File: config.mk
export PLATFORM = sky130hd
export DESIGN_NAME = core_mem_port_arbiter
export DESIGN_NICKNAME = d
export VERILOG_FILES = /design/src/rtl/core_mem_port_arb_pkg.sv /design/src/rtl/core_mem_port_arb_id_fifo.sv /design/src/rtl/core_mem_port_arbiter.sv
export SDC_FILE = /design/constraint.sdc
export NUM_CORES = 1
export LEC_CHECK = 0
export ABC_AREA = 1
export BUFFER_PORTS_ARGS = -buffer_cell sky130_fd_sc_hd__buf_2
export CORE_AREA = 2 2 110 112
export CTS_CLUSTER_SIZE = 40
export DETAILED_ROUTE_END_ITERATION = 8
export DIE_AREA = 0 0 112 114
export GPL_ROUTABILITY_DRIVEN = 0
export MAX_ROUTING_LAYER = met4
export PLACE_DENSITY = 0.58
export RECOVER_POWER = 50
export SETUP_SLACK_MARGIN = 0.15
export SKIP_CTS_REPAIR_TIMING = 1
export SYNTH_ARGS = -nofsm -noshare
export SYNTH_HDL_FRONTEND = slang
export SYNTH_SLANG_ARGS = --single-unit
File: constraint.sdc
create_clock -name clk_i -period 4.4 [get_ports clk_i]
set_input_delay 1.1 -clock clk_i [delete_from_list [all_inputs] [get_ports clk_i]]
set_output_delay 1.1 -clock clk_i [all_outputs]
set_load 0.05 [all_outputs]
File: src/rtl/core_mem_port_arb_pkg.sv
// Shared types and constants for the core memory-port arbiter.
//   src_e            : identifies which core interface issued a transaction
//   INSTR_BE         : byte enable driven for every instruction fetch
//   MAX_OUTSTANDING  : largest supported ID FIFO depth
package core_mem_port_arb_pkg;

  typedef enum logic {SRC_INSTR, SRC_DATA} src_e;

  localparam logic [3:0] INSTR_BE        = 4'hF;
  localparam int         MAX_OUTSTANDING = 8;

endpackage

File: src/rtl/core_mem_port_arb_id_fifo.sv
// In-order FIFO of transaction sources. Each granted transaction pushes its
// source here; each memory response pops the head to find its owner.
// Ports:
//   clk_i, rst_i : clock, asynchronous active-high reset
//   push_i/src_i : enqueue src_i (ignored when full)
//   pop_i        : dequeue the head (ignored when empty)
//   head_o       : oldest stored source
//   full_o       : DEPTH entries stored
//   empty_o      : no entries stored
//   count_o      : number of entries stored
module core_mem_port_arb_id_fifo
  import core_mem_port_arb_pkg::*;
#(
  parameter int DEPTH = 2,
  parameter int CW    = $clog2(DEPTH + 1)
) (
  input  logic          clk_i,
  input  logic          rst_i,
  input  logic          push_i,
  input  src_e          src_i,
  input  logic          pop_i,
  output src_e          head_o,
  output logic          full_o,
  output logic          empty_o,
  output logic [CW-1:0] count_o
);

  // One pointer bit minimum so a depth-1 FIFO still has a legal index.
  localparam int PW = (DEPTH > 1) ? $clog2(DEPTH) : 1;

  src_e          mem_q [2**PW];
  logic [PW-1:0] rd_ptr_q, rd_ptr_d;
  logic [PW-1:0] wr_ptr_q, wr_ptr_d;
  logic [CW-1:0] count_q, count_d;
  logic          push_ok, pop_ok;

  assign full_o  = (count_q == CW'(DEPTH));
  assign empty_o = (count_q == '0);
  assign count_o = count_q;
  assign head_o  = mem_q[rd_ptr_q];

  assign push_ok = push_i && !full_o;
  assign pop_ok  = pop_i && !empty_o;

  always_comb begin
    rd_ptr_d = rd_ptr_q;
    wr_ptr_d = wr_ptr_q;
    count_d  = count_q;
    // Pointers wrap at DEPTH, which need not be a power of two.
    if (push_ok) wr_ptr_d = (wr_ptr_q == PW'(DEPTH - 1)) ? '0 : wr_ptr_q + PW'(1);
    if (pop_ok)  rd_ptr_d = (rd_ptr_q == PW'(DEPTH - 1)) ? '0 : rd_ptr_q + PW'(1);
    if (push_ok && !pop_ok)      count_d = count_q + CW'(1);
    else if (!push_ok && pop_ok) count_d = count_q - CW'(1);
  end

  always_ff @(posedge clk_i or posedge rst_i) begin
    if (rst_i) begin
      rd_ptr_q <= '0;
      wr_ptr_q <= '0;
      count_q  <= '0;
    end else begin
      rd_ptr_q <= rd_ptr_d;
      wr_ptr_q <= wr_ptr_d;
      count_q  <= count_d;
    end
  end

  // Storage needs no reset: an entry is only read after it was written.
  always_ff @(posedge clk_i) begin
    if (push_ok) mem_q[wr_ptr_q] <= src_i;
  end

endmodule

File: src/rtl/core_mem_port_arbiter.sv
// Shares one OBI memory port between the instruction-fetch and data
// interfaces of the core. Address phases are arbitrated round-robin and the
// choice is held until the memory grants it; the owner of every granted
// transaction is queued so responses return to the right requester.
//
// Build option: CORE_MEM_PORT_ARB_DATA_PRIO_EN -- when defined, unlocked
// ties always go to DATA (fixed priority) instead of round-robin.
//
// Ports:
//   clk_i, rst_i             : clock, asynchronous active-high reset
//   instr_* (req/gnt/rvalid/addr/rdata)           : fetch interface
//   data_*  (req/gnt/rvalid/we/be/addr/wdata/rdata): data interface
//   mem_*   (req/gnt/rvalid/we/be/addr/wdata/rdata): shared memory port
//   outstanding_o            : granted transactions awaiting a response
//   protocol_err_o           : sticky; a response arrived with nothing pending
//
// Handshake: an address phase transfers on a cycle where req and gnt are both
// high; the requester holds req and its address phase stable until then. A
// response is one cycle with rvalid high, no earlier than the cycle after the
// grant, in the same order the grants were given.
module core_mem_port_arbiter
  import core_mem_port_arb_pkg::*;
#(
  parameter int NUM_OUTSTANDING = 2
) (
  input  logic                                 clk_i,
  input  logic                                 rst_i,
  input  logic                                 instr_req_i,
  output logic                                 instr_gnt_o,
  output logic                                 instr_rvalid_o,
  input  logic [31:0]                          instr_addr_i,
  output logic [31:0]                          instr_rdata_o,
  input  logic                                 data_req_i,
  output logic                                 data_gnt_o,
  output logic                                 data_rvalid_o,
  input  logic                                 data_we_i,
  input  logic [3:0]                           data_be_i,
  input  logic [31:0]                          data_addr_i,
  input  logic [31:0]                          data_wdata_i,
  output logic [31:0]                          data_rdata_o,
  output logic                                 mem_req_o,
  input  logic                                 mem_gnt_i,
  input  logic                                 mem_rvalid_i,
  output logic                                 mem_we_o,
  output logic [3:0]                           mem_be_o,
  output logic [31:0]                          mem_addr_o,
  output logic [31:0]                          mem_wdata_o,
  input  logic [31:0]                          mem_rdata_i,
  output logic [$clog2(NUM_OUTSTANDING+1)-1:0] outstanding_o,
  output logic                                 protocol_err_o
);

  localparam int CW = $clog2(NUM_OUTSTANDING + 1);

  logic locked_q, locked_d;
  src_e sel_q, sel_d;
  logic perr_q, perr_d;
`ifndef CORE_MEM_PORT_ARB_DATA_PRIO_EN
  src_e last_q, last_d;
`endif

  src_e          arb_sel, sel;
  logic          sel_req;
  logic          push, pop;
  src_e          head;
  logic          full, empty;
  logic [CW-1:0] count;

  // Fresh arbitration, only used while no selection is locked.
  always_comb begin
    arb_sel = SRC_INSTR;
    if (instr_req_i && data_req_i) begin
`ifdef CORE_MEM_PORT_ARB_DATA_PRIO_EN
      arb_sel = SRC_DATA;
`else
      arb_sel = (last_q == SRC_DATA) ? SRC_INSTR : SRC_DATA;
`endif
    end else if (data_req_i) begin
      arb_sel = SRC_DATA;
    end
  end

  assign sel     = locked_q ? sel_q : arb_sel;
  assign sel_req = (sel == SRC_INSTR) ? instr_req_i : data_req_i;

  // Held off while full even if a response frees a slot this cycle, so the
  // request never depends combinationally on mem_rvalid_i.
  assign mem_req_o   = sel_req && !full;
  assign mem_addr_o  = (sel == SRC_DATA) ? data_addr_i  : instr_addr_i;
  assign mem_we_o    = (sel == SRC_DATA) ? data_we_i    : 1'b0;
  assign mem_be_o    = (sel == SRC_DATA) ? data_be_i    : INSTR_BE;
  assign mem_wdata_o = (sel == SRC_DATA) ? data_wdata_i : 32'h0;

  assign push = mem_req_o && mem_gnt_i;
  assign pop  = mem_rvalid_i;

  assign instr_gnt_o = push && (sel == SRC_INSTR);
  assign data_gnt_o  = push && (sel == SRC_DATA);

  assign instr_rvalid_o = mem_rvalid_i && !empty && (head == SRC_INSTR);
  assign data_rvalid_o  = mem_rvalid_i && !empty && (head == SRC_DATA);
  assign instr_rdata_o  = mem_rdata_i;
  assign data_rdata_o   = mem_rdata_i;

  assign outstanding_o  = count;
  assign protocol_err_o = perr_q;

  always_comb begin
    locked_d = locked_q;
    sel_d    = sel_q;
    perr_d   = perr_q || (mem_rvalid_i && empty);
`ifndef CORE_MEM_PORT_ARB_DATA_PRIO_EN
    last_d   = push ? sel : last_q;
`endif
    if (mem_gnt_i) begin
      locked_d = 1'b0;
    end else if (mem_req_o) begin
      locked_d = 1'b1;
      sel_d    = sel;
    end
  end

  always_ff @(posedge clk_i or posedge rst_i) begin
    if (rst_i) begin
      locked_q <= 1'b0;
      sel_q    <= SRC_INSTR;
      perr_q   <= 1'b0;
`ifndef CORE_MEM_PORT_ARB_DATA_PRIO_EN
      last_q   <= SRC_DATA;
`endif
    end else begin
      locked_q <= locked_d;
      sel_q    <= sel_d;
      perr_q   <= perr_d;
`ifndef CORE_MEM_PORT_ARB_DATA_PRIO_EN
      last_q   <= last_d;
`endif
    end
  end

  core_mem_port_arb_id_fifo #(
    .DEPTH (NUM_OUTSTANDING),
    .CW    (CW)
  ) u_id_fifo (
    .clk_i   (clk_i),
    .rst_i   (rst_i),
    .push_i  (push),
    .src_i   (sel),
    .pop_i   (pop),
    .head_o  (head),
    .full_o  (full),
    .empty_o (empty),
    .count_o (count)
  );

endmodule
==> results.toml, run 1 <==
[place]
place_ws_ps = 877
io_buffers = 183
post-dp-hpwl_um = 4800
placedCellCount = 560

[detailed_routing]
ant_nets = 0
drc = 0
drt-initial-drc-count = 64
num_vias = 1998
routedWlPerCell_um = 10.3
via_per_inst = 3.54
totalWireLength_um = 5780
dr.pass1.iters = 4

[global_routing]
grt_usage = 0.0795
grt_pass1_vias = 1685
met3_usage = 0.0239
use_met1 = 0.0799
globalRouteOverflowTotal = 0
grt_start_max_net_pins = 38
antenna_found_initial = 0
grt_pass1_wl_um = 8110
grtUsageMet2 = 0.141
grt_busiest_layer = "met2"

[cts]
h-tree-depth = 1
path_clk_slew_ps = 40
insertion_delay_ps = 240
cts-buffers-inserted = 3
cts_sinks = 10
clock_path_buffers = 2
cts_tree = "yes"
root_buffer = "clkbuf_16"

[floorplan]
die_h_um = 114
die_w_um = 112
start_util = 0.153
die_area_um2 = 12800
ioPinCount = 280
core_area_um2 = 11700
rows = 40

[timing]
finalSetupViolCount = 0
period_needed_ps = 3530
worstMarginPinSlew_ps = 608
skew_ps = 1.84
hold_violations = 0
post-route-period-util = 0.802
final.setup.tns_ps = 0
hold_ws_ps = 469
fmax_ghz = 0.284
finalWorstSetupSlack_ps = 873
slew_headroom = 0.596
rsz0062_at_grt = "no"
drv_slew = 0

[yosys]
yosys-top-cells-area = "buf_4 27%, nand2_1 23%, dfrtp_1 9.8%"
synth_cells = 300
syn_avg_cell_area_um2 = 5.96
syn_area_um2 = 1790
yosysSeqAreaShare = 0.146
synth_top_area_cell = "buf_4"
synth_fp_nets = 440
ys_ff_latch = 10
yosys_warnings = 0
yosys.cell_types.count = 25
synth_top_area_frac = 0.269

[finish]
instances_no_fill = 564
nets = 558
antenna_cells = 0
area_growth_pct = 36.4
drive_above_1_share = 0.484

[power]
clkPwrFrac = 0.098
p_per_area_nw_per_um2 = 680
pwr-share-comb = 0.806
power_switching_mw = 1.10
ir_drop_mv = 0.329
p_leak_nw = 1.63
swShare = 0.663
p_int_mw = 0.559
p_seq_frac = 0.096
p_total_mw = 1.66

[min_path]
hold_class = "reg -> reg"

[status]
status = "finished clean"

[job]
cap_violations = 0

[critical_path]
end_kind = "primary output"
required_ps = 3300
crit_type = "in -> out"
crit_arrival_ps = 2430
start_kind = "primary input"
crit_fanout = 18
-- kinds of logic after synthesis --
kind of cell / count (synthesis) / synth area share
AND/OR/NAND/NOR: 161 / 0.411
buffers and inverters: 120 / 0.405
flip-flops: 10 / 0.146
AO/OA/AOI/OAI: 5 / 0.0161
XOR/XNOR: 3 / 0.0147
adder cells (fa/ha/maj): 1 / 0.00699
-- cell type report --
type                            count  area (um^2)
Clock buffer                        4         78.8
Inverter                           46          173
Fill cell                        1357         9270
Tap cell                          147          184
Timing Repair Buffer              187          966
Multi-Input combinational cell    170          778
Sequential cell                    10          262
-- Yosys cell counts --
| cell type | number |
|---|---|
| a21oi_1 | 2 |
| edfxtp_1 | 2 |
| ha_1 | 1 |
| nand3_4 | 1 |
| nand2_2 | 1 |
| nand2_1 | 110 |
| inv_1 | 44 |
| nand3_2 | 2 |
| nor2_4 | 10 |
| or2_1 | 5 |
| nor2_2 | 1 |
| inv_2 | 2 |
| buf_12 | 1 |
| dfrtp_1 | 7 |
| buf_2 | 8 |
| dfstp_2 | 1 |
| xnor2_1 | 2 |
| a31o_2 | 1 |
| xor2_1 | 1 |
| buf_6 | 1 |
| nand4_1 | 2 |
| o21ai_0 | 2 |
| nand2_4 | 1 |
| nor2_1 | 28 |
| buf_4 | 64 |
-- power by group through the flow --
stage | registers (mW) | clock network [mW] | logic (mW)
finish | 0.159 | 0.162 | 1.34
global route | 0.164 | 0.172 | 1.42
CTS | 0.160 | 0.166 | 1.37
detailed placement | 0.160 | 0 | 1.36
global placement | 0.159 | 0 | 1.36
floorplan | 0.189 | 0 | 1.18
-- per-layer routing --
layer | vias to the layer above | routed length (um)
li1 | 1031 | -
met1 | 826 | 2080
met2 | 108 | 2890
met3 | 33 | 597
met4 | 0 | 212
met5 | - | 0
-- metrics by stage --
stage	cell area, um^2	utilization
final	2440	0.208
after global routing	2440	0.208
after CTS	2470	0.211
after detailed placement	2390	0.204
after global placement	2390	0.204
after floorplan	1790	-
-- worst max-delay path, cell delays in order --
cell      delay [ps]
clkbuf_1          90
nand2_1           60
nand3_1          120
nand2_4           60
inv_2            330
buf_4            270
nand2_1           60
nand2_1           60
buf_2            260
-- sequential cells by signal, summed over array words and instances, names as in the netlist --
name,count
u_id_fifo.rd_ptr_q,1
u_id_fifo.mem_q,2
locked_q,1
last_q,1
sel_q,1
protocol_err_o,1
u_id_fifo.wr_ptr_q,1
u_id_fifo.count_o,2
-- worst paths after layout --
| kind | from | end | slack [ps] | cells after the start |
|---|---|---|---|---|
| max | instr_req_i | mem_addr_o[24] | 870 | 9 |
| min | protocol_err_o$_DFF_PP0_ | protocol_err_o$_DFF_PP0_ | 470 | 1 |
| max reg2reg | locked_q$_DFFE_PP0P_ | u_id_fifo.count_o[1]$_DFFE_PP0P_ | 2470 | 9 |
| min reg2reg | protocol_err_o$_DFF_PP0_ | protocol_err_o$_DFF_PP0_ | 470 | 1 |
| max in group asynchronous | rst_i | last_q$_DFFE_PP1N_ | 3290 | 2 |
| min in group asynchronous | rst_i | u_id_fifo.count_o[0]$_DFFE_PP0P_ | 810 | 2 |
-- cell usage in the layout, fill, tap and decap left out --
cell       netlist  final
xor2_1           1      1
nand2_4          1      1
xnor2_1          2      2
inv_1           44     44
buf_4           64      2
or2_1            5      5
clkbuf_16        0      3
dfrtp_1          7      7
nand4_1          2      2
inv_2            2      2
clkbuf_1         0      5
nand3_1          0      3
nor2_1          28     29
nand2_2          1      1
buf_12           1      2
a31o_2           1      1
ha_1             1      1
dfstp_2          1      1
nor2_4          10     10
buf_2            8    179
o21ai_0          2      2
nand2_1        110    110
a21oi_1          2      2
edfxtp_1         2      2
Note: power is estimated with default switching activity, not from simulation.
==> run 2, diff against run 1 <==
- PLACE_DENSITY: 0.58 -> 0.6
- clock period: 4.4 -> 3.2 ns (I/O delays scaled with it)
==> results.toml, run 2 (same netlist as run 1, synthesis figures left out) <==
[global_routing]
grt_usage = 0.0780
globalRouteOverflowTotal = 0
grt_pass1_wl_um = 7730
grt_start_max_net_pins = 29
antenna_found_initial = 0
grt_pass1_vias = 1555

[min_path]
hold_class = "reg -> reg"
whs_endpoint = "protocol_err_o$_DFF_PP0_"
hp-start = "protocol_err_o$_DFF_PP0_"
min_path_cells = 1

[timing]
final.setup.tns_ps = 0
hold_ws_ps = 465
fmax_ghz = 0.345
post-route-period-util = 0.905
finalSetupViolCount = 0
worstMarginPinSlew_ps = 349
period_needed_ps = 2900
hold_violations = 0
slew_headroom = 0.767
drv_slew = 0
rsz0062_at_grt = "no"
skew_ps = 2.56

[critical_path]
crit_top_cell = "nand2_1"
crit_arrival_ps = 2100
cp_top_family = "buffers and inverters"
rr_worst_depth = 9
path_cells = "buf_2 -> nand2_1 -> nand3_1 -> nand2_4 -> inv_2 -> buf_12 -> nand2_1 -> nand2_1 -> buf_2"
start_kind = "primary input"
reg2reg_to = "u_id_fifo.count_o[1]$_DFFE_PP0P_"
crit_type = "in -> out"
required_ps = 2400
crit_buf_inv = 4
worstReg2RegStart = "locked_q$_DFFE_PP0P_"
rrSetupSlack_ps = 1270
end_kind = "primary output"
cp_slowest_cell = "inv_2"
max_stage_delay_ps = 280
crit_fanout = 27

[finish]
final_cell_area_um2 = 2470
nets = 561
drive_above_1_share = 0.495
mostFrequentLayoutCell = "buf_2"
antenna_cells = 0
final_cell_mix = "182 x buf_2, 110 x nand2_1, 44 x inv_1, 29 x nor2_1, 10 x nor2_4"
area_growth_pct = 37.9

[detailed_routing]
routedWlPerCell_um = 10.3
ant_nets = 0
via_per_inst = 3.56
dr.pass1.iters = 4
totalWireLength_um = 5840
num_vias = 2016
topRoutingLayerUsed = "met4"
drt-initial-drc-count = 59
route.met3.wl_um = 805
wl_met1_um = 2230
drc = 0
wl_met2_um = 2580

[cts]
cts_tree = "yes"
root_buffer = "clkbuf_16"
cts-buffers-inserted = 3
h-tree-depth = 1
insertion_delay_ps = 230
clock_path_buffers = 2
path_clk_slew_ps = 40
cts_sinks = 10

[status]
status = "finished clean"

[floorplan]
die_h_um = 114
ioPinCount = 280
die_area_um2 = 12800
rows = 40
die_w_um = 112
core_area_um2 = 11700
start_util = 0.153

[place]
placed_area_um2 = 2410
post-dp-hpwl_um = 4990
io_buffers = 183

[power]
ir_drop_mv = 0.277
p_per_area_nw_per_um2 = 935
p_leak_nw = 1.65

[job]
cap_violations = 0
## run 2: area by class of cell
class                           instances  area (um^2)
Clock buffer                            4         78.8
Fill cell                            1372         9240
Inverter                               46          173
Multi-Input combinational cell        170          778
Sequential cell                        10          262
Tap cell                              147          184
Timing Repair Buffer                  190          992
## run 2: metal layers
layer	vias to the layer above	GRT usage
li1	1039	-
met1	803	0.0910
met2	145	0.116
met3	29	0.0351
met4	0	0.0358
met5	-	-
## run 2: worst reg2reg max path: stages, from the launching register on
cell and delay (ps):
dfrtp_1 400, inv_2 70, nand3_1 130, nand3_1 140, nand3_1 150, nor2_1 230
ha_1 310, a21oi_1 120, o21ai_0 110, xor2_1 150
## run 2: worst max-delay path by stage
stage / cells after the start / startpoint / end / slack, ps
after global placement: 8 / instr_req_i / mem_addr_o[2] / 330
final: 9 / instr_req_i / mem_addr_o[11] / 300
after detailed placement: 8 / instr_req_i / mem_addr_o[2] / 300
after floorplan: 6 / instr_req_i / mem_wdata_o[18] / 460
after global routing: 9 / instr_req_i / mem_addr_o[30] / 160
after CTS: 8 / instr_req_i / mem_addr_o[2] / 300
## run 2: power breakdown
group / internal (mW) / total, mW / switching, mW
sequential: 0.186 / 0.218 / 0.0315
clock: 0.167 / 0.224 / 0.0572
combinational: 0.436 / 1.87 / 1.43
## run 2: stage by stage
step,total power [mW],util,setup WS (ps),instances
finish,2.31,0.211,304,567
global route,2.44,0.211,160,567
CTS,2.35,0.213,298,567
detailed placement,2.12,0.206,299,563
global placement,2.11,0.206,326,563
floorplan,1.89,-,456,300
